===== src/rtl/regf_wb_arbiter.sv =====
`default_nettype none
// ============================================================================
// Module   : regf_wb_arbiter
// Purpose  : Round-robin arbiter sharing the register-file write port among
//            NUM_REQ writeback sources, each with a one-entry holding buffer.
// Revision : 1.0 - initial release
// ============================================================================
module regf_wb_arbiter #(
    parameter int NUM_REQ = 3,
    parameter int PTR_W   = $clog2(NUM_REQ)
) (
    input  logic                  clk,
    input  logic                  rst,
    input  logic [NUM_REQ-1:0]    req_valid,
    output logic [NUM_REQ-1:0]    req_ready,
    input  logic [NUM_REQ*5-1:0]  req_rd_addr,
    input  logic [NUM_REQ*32-1:0] req_rd_wdata,
    input  logic                  wb_stall,
    output logic                  regf_we,
    output logic [4:0]            rd_addr,
    output logic [31:0]           rd_wdata,
    output logic [NUM_REQ-1:0]    grant,
    output logic                  busy
);

    localparam logic [PTR_W:0] c_num_req = (PTR_W+1)'(NUM_REQ);
    localparam logic [PTR_W:0] c_one     = (PTR_W+1)'(1);

    logic [NUM_REQ-1:0] r_buf_valid;
    logic [4:0]         r_buf_addr [NUM_REQ];
    logic [31:0]        r_buf_data [NUM_REQ];
    logic [PTR_W-1:0]   r_rr_ptr;

    logic [4:0]         w_in_addr [NUM_REQ];
    logic [31:0]        w_in_data [NUM_REQ];
    logic [NUM_REQ-1:0] w_xfer;
    logic               w_found;
    logic               w_granted;
    logic [PTR_W-1:0]   w_sel;
    logic [PTR_W:0]     w_cand;
    logic [PTR_W:0]     w_ptr_inc;

    generate
        for (genvar gi = 0; gi < NUM_REQ; gi++) begin : g_req
            assign w_in_addr[gi] = req_rd_addr[5*gi +: 5];
            assign w_in_data[gi] = req_rd_wdata[32*gi +: 32];
            // A granted buffer frees this cycle, so it can be refilled at once
            assign req_ready[gi] = !rst && (!r_buf_valid[gi] || grant[gi]);
            assign w_xfer[gi]    = req_valid[gi] && req_ready[gi];
        end
    endgenerate

    // Scan from the pointer downward in distance so the nearest valid wins
    always_comb begin
        w_found = 1'b0;
        w_sel   = '0;
        w_cand  = '0;
        for (int k = NUM_REQ - 1; k >= 0; k--) begin
            w_cand = {1'b0, r_rr_ptr} + (PTR_W+1)'(k);
            if (w_cand >= c_num_req) begin
                w_cand = w_cand - c_num_req;
            end
            if (r_buf_valid[w_cand[PTR_W-1:0]]) begin
                w_found = 1'b1;
                w_sel   = w_cand[PTR_W-1:0];
            end
        end
    end

    always_comb begin
        grant = '0;
        if (!rst && !wb_stall && w_found) begin
            grant[w_sel] = 1'b1;
        end
    end

    assign w_granted = |grant;
    assign rd_addr   = w_granted ? r_buf_addr[w_sel] : 5'd0;
    assign rd_wdata  = w_granted ? r_buf_data[w_sel] : 32'd0;
    assign regf_we   = w_granted && (rd_addr != 5'd0);
    assign busy      = !rst && (|r_buf_valid);
    assign w_ptr_inc = {1'b0, w_sel} + c_one;

    always_ff @(posedge clk) begin
        if (rst) begin
            r_buf_valid <= '0;
            r_rr_ptr    <= '0;
        end else begin
            if (w_granted) begin
                r_rr_ptr <= (w_ptr_inc == c_num_req) ? '0 : w_ptr_inc[PTR_W-1:0];
            end
            for (int i = 0; i < NUM_REQ; i++) begin
                if (w_xfer[i]) begin
                    r_buf_valid[i] <= 1'b1;
                    r_buf_addr[i]  <= w_in_addr[i];
                    r_buf_data[i]  <= w_in_data[i];
                end else if (grant[i]) begin
                    r_buf_valid[i] <= 1'b0;
                end
            end
        end
    end

    a_grant_onehot : assert property (@(posedge clk) disable iff (rst) $onehot0(grant));
    a_grant_valid  : assert property (@(posedge clk) disable iff (rst) (grant & ~r_buf_valid) == '0);
    a_we_nonzero   : assert property (@(posedge clk) disable iff (rst) regf_we |-> (rd_addr != 5'd0));

endmodule
`default_nettype wire


===== config.mk =====
export PLATFORM = sky130hd
export DESIGN_NAME = regf_wb_arbiter
export DESIGN_NICKNAME = d
export VERILOG_FILES = /design/src/rtl/regf_wb_arbiter.sv
export SDC_FILE = /design/constraint.sdc
export NUM_CORES = 1
export LEC_CHECK = 0
export BUFFER_PORTS_ARGS = -buffer_cell sky130_fd_sc_hd__buf_2
export CORE_MARGIN = 3
export CORE_UTILIZATION = 33
export CTS_CLUSTER_DIAMETER = 60
export CTS_CLUSTER_SIZE = 40
export DETAILED_ROUTE_END_ITERATION = 12
export PLACE_DENSITY = 0.57
export SLEW_MARGIN = 20
export SYNTH_ARGS = -nofsm -noshare
export SYNTH_HDL_FRONTEND = slang
export SYNTH_SLANG_ARGS = --single-unit
export TNS_END_PERCENT = 20

===== constraint.sdc =====
create_clock -name clk -period 10 [get_ports clk]
set_input_delay 1 -clock clk [delete_from_list [all_inputs] [get_ports clk]]
set_output_delay 1 -clock clk [all_outputs]
set_load 0.01 [all_outputs]

==> results.yml, run 1 <==
finish:
  fin_cells: 674
  drive_above_1_share_pct: 42.3
  nets: 601
  antenna-diode-count: 0
  syn2layout_area_growth_pct: 31.7
  final_util_pct: 45.4
power:
  p_comb_share_pct: 9.5
  p_int_mw: 1.02
  power_switching_mw: 0.299
  clock_power_share_pct: 47.8
  power_frac_seq_pct: 42.8
  leakage_nw: 2.57
  peakVddDrop_mv: 0.129
  p_per_area_mw_per_mm2: 205
  p_sw_share_pct: 22.6
logic_synthesis:
  synthAdderAreaFrac_pct: 0.769
  synth-edff-count: 111
  synthSimpleGateAreaFrac_pct: 7.20
  synthesis.instances: 317
  synth_seq_cells: 116
  synth_xor_area_share_pct: 0
  yosys-mux-area-fraction_pct: 3.82
  syn_area_per_cell_sq_um: 15.4
  syn-num-nets: 437
  synth_top_family_by_area: "compound AO/OA/AOI/OAI gates"
  syn-cell-area_sq_mm: 0.00488
  yosysUniqueCellTypes: 50
  ys.flop_type: "edfxtp_1"
  synth_compound_area_share_pct: 14.5
  yosysSeqAreaShare_pct: 70.3
  yosys_warnings: 0
  async_flop_share_pct: 0
sta:
  clock.fmax_ghz: 0.206
  rsz0062_at_grt: "no"
  period_needed_ps: 4860
  post-route-period-util_pct: 48.6
  setup_violations: 0
  worstMarginPinSlew_ps: 1030
  hold_viol: 0
  relSlewSlack_pct: 31.1
  finClkSkew_ps: 7.23
  fin_setup_tns_ps: 0
  final-max-slew-violation-count: 0
die:
  core_area_sq_mm: 0.0141
  fp.dieW_um: 128
  initial_core_util_pct: 34.5
  die_area_sq_mm: 0.0163
  io_pins: 162
  die_y_um: 128
  row_count: 43
hold_path:
  holdCritPathClass: "reg -> reg"
clock_tree:
  clkLatencyLatePin_ps: 410
  postCtsSetupBuffers: 0
  cts_buffers: 17
  clock_path_buffers: 2
  tritoncts: "built"
  h-tree-depth: 4
  cts_hold_buf: 0
  cts_resized: 0
  cts_sinks: 116
  cts.clk_slew.worst_paths_ps: 50
  clockRootBuffer: "clkbuf_16"
routing:
  drcViolationCount: 0
  wl_met3_um: 1010
  dr.pass1.iters: 4
  via_count: 3365
  routedWlPerCell_um: 18.9
  finalWirelength_um: 12800
  wl_met2_um: 6120
  ant_nets: 0
  drtIter0Drc: 211
  top_layer: "met5"
  viasPerCell: 4.99
  m1WireLength_um: 5330
grt:
  grt_usage_pct: 16.2
  antenna_found_initial: 1
  grt_max_degree: 38
  overflow: 0
  grt_pass1_vias: 3621
  grt_pass1_wl_um: 19700
outcome:
  status: "finished, final reports clean"
setup_path:
  critPathArrivalTime_ps: 3860
  critical_path_class: "reg -> out"
  crit_path_max_fanout: 20
  cp.required_ps: 9000
  cp-end-kind: "primary output"
  cp-start-kind: "register"
place:
  place_hpwl_um: 8440
  gp_congestion: 0.829
  place_inst: 642
  io_buffers: 161
run:
  maxCapViolCount: 0
## placed cells by master (no fill, tap or decap), types with 2 or more instances in the layout
cell type,instances
buf_2,161
edfxtp_1,111
nor2_1,26
a22oi_1,19
o2bb2ai_1,17
clkbuf_16,17
mux2i_1,16
a211oi_1,11
a21oi_1,9
inv_1,8
nand2b_1,7
or3_1,7
nand2_1,6
nand3_1,5
dfxtp_1,5
bufinv_16,4
a41oi_1,3
a21o_1,3
o2111ai_1,3
a211oi_2,3
o21ai_0,3
and2_2,3
ha_1,3
clkinv_2,3
buf_4,3
and3_1,2
nand4_1,2
a21oi_4,2
o2bb2ai_2,2
or4_1,2
o311a_1,2
clkinv_1,2
clkinv_4,2
clkinvlp_4,2
## cells by family (layout without fill, tap and decap cells)
group                      after synthesis  after routing
adders and majority gates                3              3
AOI/OAI and AO/OA                       86             86
DFF                                    116            116
buffers and inverters                   27            204
and+or+nand+nor                         67             67
muxes                                   18             18
## state kept, by name (all words and copies together) (netlist names)
register     cells
r_buf_addr      15
r_buf_data      96
r_rr_ptr         2
r_buf_valid      3
## power groups by stage
stage	registers (mW)	clock network, mW	logic [mW]
CTS	0.564	0.644	0.127
finish	0.564	0.630	0.125
global route	0.566	0.666	0.138
global placement	0.573	0	0.125
floorplan	0.571	0	0.0769
detailed placement	0.574	0	0.126
## Yosys cell counts (all sizes together) (2+ instances only)
cell     number  share of area [%]
mux2          2               0.54
inv           8               0.62
ha            3               0.77
or3           7               0.90
o2111ai       3               0.54
a41oi         3               0.54
o211ai        2               0.41
a22oi        19                2.9
o311a         2               0.41
nor2         27                2.1
mux2i        16                3.3
o21ai         3               0.31
clkbuf        6               0.46
edfxtp      111                 68
or4           2               0.31
and2          3               0.38
a21o          3               0.46
and3          2               0.26
nand2         7               0.87
buf          13                2.3
dfxtp         5                2.1
nand2b        7               0.90
nand3         5               0.51
nand4         2               0.26
a211oi       14                2.5
o2bb2ai      19                3.7
a21oi        11                1.4
## cell type report
class,instances,area (sq um)
flip-flops and latches,116,3430
inverters,8,30.0
clock buffers,18,429
repair buffers,164,828
clock inverters,14,184
fillers,1314,7720
multi-input cells,174,1300
well taps,180,225
## path summary, 6_finish.rpt
path                                   from                end  slack [ps]  cells after the start
worst min register to register  r_rr_ptr[0]        r_rr_ptr[0]         510                      2
worst max register to register  r_rr_ptr[1]  r_buf_data[1][27]        6260                      8
worst min-delay path            r_rr_ptr[0]        r_rr_ptr[0]         510                      2
worst max-delay path            r_rr_ptr[1]       rd_wdata[12]        5140                      9
## worst max-delay path, cell delays in order, from the launching register on
cell and delay [ps]:
dfxtp_1 370, inv_1 60, ha_1 320, nand2b_1 210, a21oi_1 410, a41o_1 540
a221oi_1 200, nand2b_1 610, a211oi_1 510, buf_2 210
## layer usage
layer  track usage [%]  up-vias
met5                 0        -
met4              6.74        2
met3              6.94       26
met2              25.4      140
met1              19.6     1600
li1                  -     1597
## per-stage QoR
| stage | area (sq um) | setup slack (ps) | hold slack, ps | power (mW) |
|---|---|---|---|---|
| 6_report | 6430 | 5140 | 510 | 1.32 |
| 3_3_place_gp | 5810 | 5650 | 492 | 0.698 |
| 4_1_cts | 6420 | 5070 | 514 | 1.33 |
| 3_5_place_dp | 5810 | 5530 | 507 | 0.700 |
| 2_1_floorplan | 4880 | 6620 | 471 | 0.648 |
| 5_1_grt | 6430 | 4760 | 554 | 1.37 |
(Power assumes the default switching activity.)
==> run 2: changes to the inputs <==
ABC_AREA = 1   (was not set)
clock period = 4.54 ns   (was 10 ns; I/O delays follow)
==> run 2 against run 1 <==
Effect of this change: count of clock-buffer cells in the layout increased by 3; largest cell class unchanged; register-to-register slack got worse by 5100 ps; critical path type unchanged; die area increased by 5.0%.
==> results.yml, run 2 <==
power:
  leakage_nw: 3.07
  p_per_area_mw_per_mm2: 478
  peakVddDrop_mv: 0.230
place:
  io_buffers: 161
  gp_congestion: 0.788
  place_hpwl_um: 8940
routing:
  ant_nets: 0
  drtIter0Drc: 231
  routedWlPerCell_um: 15.7
  drcViolationCount: 0
  viasPerCell: 4.59
  via_count: 3681
  finalWirelength_um: 12600
  dr.pass1.iters: 4
outcome:
  status: "finished, final reports clean"
logic_synthesis:
  yosys_warnings: 0
  synth-edff-count: 111
  syn_area_per_cell_sq_um: 11.9
  ys.flop_type: "edfxtp_1"
  yosysTopAreaCellShare_pct: 64.9
  synthesis.instances: 433
  yosysUniqueCellTypes: 30
  yosys-top-cells-area: "edfxtp_1, nand2_1, a31oi_4"
  async_flop_share_pct: 0
  yosysSeqAreaShare_pct: 66.8
  synth_seq_cells: 116
  yosysMostFrequentCell: "nand2_1"
  synthTopCellsByCount: "nand2_1, edfxtp_1, inv_1, nor2_1, a21oi_1"
  synth_area_leader_cell: "edfxtp_1"
  syn-cell-area_sq_mm: 0.00514
  syn-num-nets: 553
clock_tree:
  cts.clk_slew.worst_paths_ps: 50
  cts_resized: 0
  cts_buffers: 17
  postCtsSetupBuffers: 0
  h-tree-depth: 4
  clockRootBuffer: "clkbuf_16"
  cts_sinks: 116
  tritoncts: "built"
  cts_hold_buf: 0
  clkLatencyLatePin_ps: 410
  clock_path_buffers: 2
die:
  io_pins: 162
  die_y_um: 131
  core_area_sq_mm: 0.0149
  fp.dieW_um: 131
  die_area_sq_mm: 0.0171
  row_count: 44
  initial_core_util_pct: 34.6
sta:
  holdWs_ps: 215
  relSlewSlack_pct: 49.3
  finClkSkew_ps: 11.4
  setup_violations: 0
  rsz0062_at_grt: "no"
  period_needed_ps: 3880
  hold_viol: 0
  final-max-slew-violation-count: 0
  worstMarginPinSlew_ps: 761
  clock.fmax_ghz: 0.257
  post-route-period-util_pct: 85.6
run:
  maxCapViolCount: 0
grt:
  antenna_found_initial: 3
  grt_pass1_vias: 3781
  grt_pass1_wl_um: 19100
  grt_usage_pct: 15.1
  overflow: 0
  grt_max_degree: 41
finish:
  nets: 724
  drive_above_1_share_pct: 38.2
  ff_latch_area_sq_mm: 0.00343
  multi_input_area_sq_mm: 0.00140
  final_util_pct: 45.4
  reg_top3: "r_buf_data: 96 flops, r_buf_addr: 15 flops, r_buf_valid: 3 flops"
  final_common_cell: "buf_2"
  top_register: "r_buf_data"
  syn2layout_area_growth_pct: 31.3
  largest_reg_flops: 96
  final_cell_mix: "buf_2, nand2_1, edfxtp_1, inv_1, nor2_1"
  fillerInstances: 1404
setup_path:
  critPathSlowestCell: "a21oi_2"
  cp.required_ps: 4090
  crit_path_max_fanout: 40
  cp_top_family: "simple AND/OR/NAND/NOR gates"
  cp-end-kind: "primary output"
  worst-path-buf-inv: 3
  worstPathCellList: "inv_1 > ha_1 > inv_1 > nand2_1 > nand2_1 > nand2_1 > nand2_1 > nand2_1 > nand2_2 > nand2_4 > a21oi_2 > nand2_1 > nand3_1 > o21ai_0 > nand2_1 > buf_2"
  critPathArrivalTime_ps: 3430
  cp-start-kind: "register"
  critical_path_class: "reg -> out"
  cp_common_cell: "nand2_1"
  max_stage_delay_ps: 680
hold_path:
  holdCritPathClass: "in -> reg"
[run 2: path summary, 6_finish.rpt]
check	start	endpoint	slack, ps	cells after the start
min reg2reg	r_rr_ptr[0]	r_rr_ptr[0]	490	2
min	req_rd_wdata[93]	r_buf_data[2][29]	210	1
max reg2reg	r_rr_ptr[0]	r_buf_data[1][30]	1110	16
max	r_rr_ptr[0]	regf_we	660	16
[run 2: cell type report]
cell class / count / area share (%)
Antenna cell: 1 / 0.0371
Clock buffer: 21 / 6.53
Clock inverter: 11 / 2.71
Inverter: 57 / 3.24
Multi-Input combinational cell: 247 / 20.8
Sequential cell: 116 / 50.9
Tap cell: 184 / 3.41
Timing Repair Buffer: 165 / 12.4
[run 2: layer usage]
metal	track usage [%]	part of all wire [%]
met5	0	0.22
met1	18.5	41
met2	24.2	49
met3	4.59	8.1
met4	7.62	1.9
[run 2: stage by stage]
stage / instance area, sq um / power [mW] / setup TNS (ps) / instances / setup slack [ps]
3_5_place_dp: 6120 / 1.85 / 0 / 769 / 1030
4_1_cts: 6750 / 3.27 / 0 / 801 / 590
5_1_grt: 6750 / 3.39 / 0 / 801 / 298
3_3_place_gp: 6120 / 1.84 / 0 / 769 / 1190
6_report: 6750 / 3.23 / 0 / 802 / 655
2_1_floorplan: 5140 / 1.67 / -4400 / 433 / -77.4
[run 2: where the power goes]
part,switching (mW),internal [mW],total (mW)
clock,0.441,0.966,1.41
sequential,0.0152,1.23,1.25
combinational,0.387,0.187,0.574
[run 2: cell families after synthesis]
group,share of synthesized area (%)
fa+ha+maj,0.731
simple gates,18.4
flops,66.8
compound gates,7.74
buf+inv,6.26
[run 2: worst reg2reg max path: stages, from the launching register on]
cell and delay [ps]:
dfxtp_1 350, inv_1 70, ha_1 340, inv_1 150, nand2_1 100, nand2_1 80, nand2_1 50, nand2_1 60
nand2_1 70, nand2_2 80, nand2_4 270, inv_4 250, nand4_1 160, nand2_1 110, inv_1 80, nor3_4 540
buf_4 360
==> run 3: changes to the inputs <==
CORE_MARGIN = 2   (was 3)
==> run 3 against run 2 <==
Effect of this change: design area fell by 0.32%; wire length is 1.4% lower; setup slack better by 3.0 ps; via count fell by 1.0%.
==> results.yml, run 3 (same netlist as run 2, synthesis figures left out) <==
routing:
  routedWlPerCell_um: 15.3
  wl_met3_um: 974
  top_layer: "met4"
  m1WireLength_um: 5180
  viasPerCell: 4.51
  wl_met2_um: 6030
  drtIter0Drc: 265
  via_count: 3644
  drcViolationCount: 0
  finalWirelength_um: 12400
  ant_nets: 0
  dr.pass1.iters: 5
setup_path:
  cp-start-kind: "register"
  cp-end-kind: "primary output"
  critPathArrivalTime_ps: 3430
  critical_path_class: "reg -> out"
  cp.required_ps: 4090
  crit_path_max_fanout: 40
sta:
  rsz0062_at_grt: "no"
  finClkSkew_ps: 4.80
  period_needed_ps: 3880
  hold_viol: 0
  post-route-period-util_pct: 85.5
  clock.fmax_ghz: 0.258
  relSlewSlack_pct: 51.0
  final-max-slew-violation-count: 0
  fin_ws_ps: 658
  holdWs_ps: 222
  fin_setup_tns_ps: 0
  worstMarginPinSlew_ps: 735
  setup_violations: 0
die:
  core_area_sq_mm: 0.0152
  die_area_sq_mm: 0.0166
  initial_core_util_pct: 33.8
  fp.dieW_um: 129
  row_count: 45
  die_y_um: 129
  io_pins: 162
power:
  peakVddDrop_mv: 0.231
  power_frac_seq_pct: 39.4
  p_per_area_mw_per_mm2: 470
  p_sw_share_pct: 26.6
  p_comb_share_pct: 18.1
  p_int_mw: 2.32
  leakage_nw: 3.05
  power_switching_mw: 0.839
  clock_power_share_pct: 42.5
  total_power_mw: 3.16
grt:
  grt_pass1_wl_um: 18700
  grt_max_degree: 41
  grt_usage_pct: 15.3
  overflow: 0
  antenna_found_initial: 3
  grt_pass1_vias: 3560
finish:
  final_common_cell: "buf_2"
  ff_latch_area_sq_mm: 0.00343
  final_util_pct: 44.2
  nets: 723
  multi_input_area_sq_mm: 0.00140
  top_register: "r_buf_data"
  reg_top3: "r_buf_data: 96 flops, r_buf_addr: 15 flops, r_buf_valid: 3 flops"
  drive_above_1_share_pct: 38.0
  syn2layout_area_growth_pct: 30.9
  final_cell_mix: "buf_2, nand2_1, edfxtp_1, inv_1, nor2_1"
  largest_reg_flops: 96
  fillerInstances: 1425
clock_tree:
  h-tree-depth: 4
  clock_path_buffers: 2
  cts_resized: 0
  cts_buffers: 17
  postCtsSetupBuffers: 0
  tritoncts: "built"
  clockRootBuffer: "clkbuf_16"
  cts_sinks: 116
  cts.clk_slew.worst_paths_ps: 50
  clkLatencyLatePin_ps: 400
  cts_hold_buf: 0
place:
  place_ws_ps: 1080
  place_hpwl_um: 8640
  gp_congestion: 0.826
  io_buffers: 161
hold_path:
  holdCritPathClass: "in -> reg"
outcome:
  status: "finished, final reports clean"
run:
  maxCapViolCount: 0
-- run 3: cell count changes in the layout (fill, tap and decap cells not counted), sizes merged --
cell / delta
buf: -1
bufinv: -1
clkbuf: -2
clkinv: +3
diode: +3
-- run 3: worst paths after layout --
path | cells past startpoint | slack (ps) | to | startpoint
min | 1 | 220 | r_buf_data[0][13] | req_rd_wdata[13]
max reg2reg | 16 | 1380 | r_buf_data[1][23] | r_rr_ptr[0]
min reg2reg | 2 | 490 | r_rr_ptr[0] | r_rr_ptr[0]
max | 16 | 660 | regf_we | r_rr_ptr[0]
-- run 3: power by group through the flow --
stage          clock network (mW)  logic [mW]  registers, mW
6_report                     1.34       0.572           1.25
3_3_place_gp                    0       0.571           1.27
4_1_cts                      1.37       0.584           1.25
2_1_floorplan                   0       0.407           1.26
3_5_place_dp                    0       0.582           1.27
5_1_grt                      1.41       0.641           1.25
-- run 3: cell type report --
cell class	instances	share of cell area (%)
Timing Repair Buffer	164	12.3
Clock buffer	19	6.44
Multi-Input combinational cell	247	20.9
Inverter	57	3.26
Tap cell	188	3.50
Antenna cell	4	0.149
Sequential cell	116	51.0
Clock inverter	13	2.44
-- run 3: stage by stage --
step,cell area (sq um),instances
floorplan,5140,433
global placement,6120,772
detailed placement,6120,772
CTS,6720,804
global route,6720,805
finish,6730,808
-- run 3: layer usage --
metal  GRT usage [%]  vias to the layer above
met3            4.07                       14
met2            24.8                      157
met4            7.03                        0
met5               0                        -
met1            19.3                     1670
li1                -                     1803
-- run 3: worst max-delay path, cell delays in order (launching register included) --
cell     delay (ps)
dfxtp_1         360
inv_1            80
ha_1            340
inv_1           160
nand2_1         100
nand2_1          60
nand2_1          40
nand2_1          50
nand2_1          50
nand2_2          80
nand2_4         270
a21oi_2         670
nand2_1         230
nand3_1         160
o21ai_0         110
nand2_1         120
buf_2           130
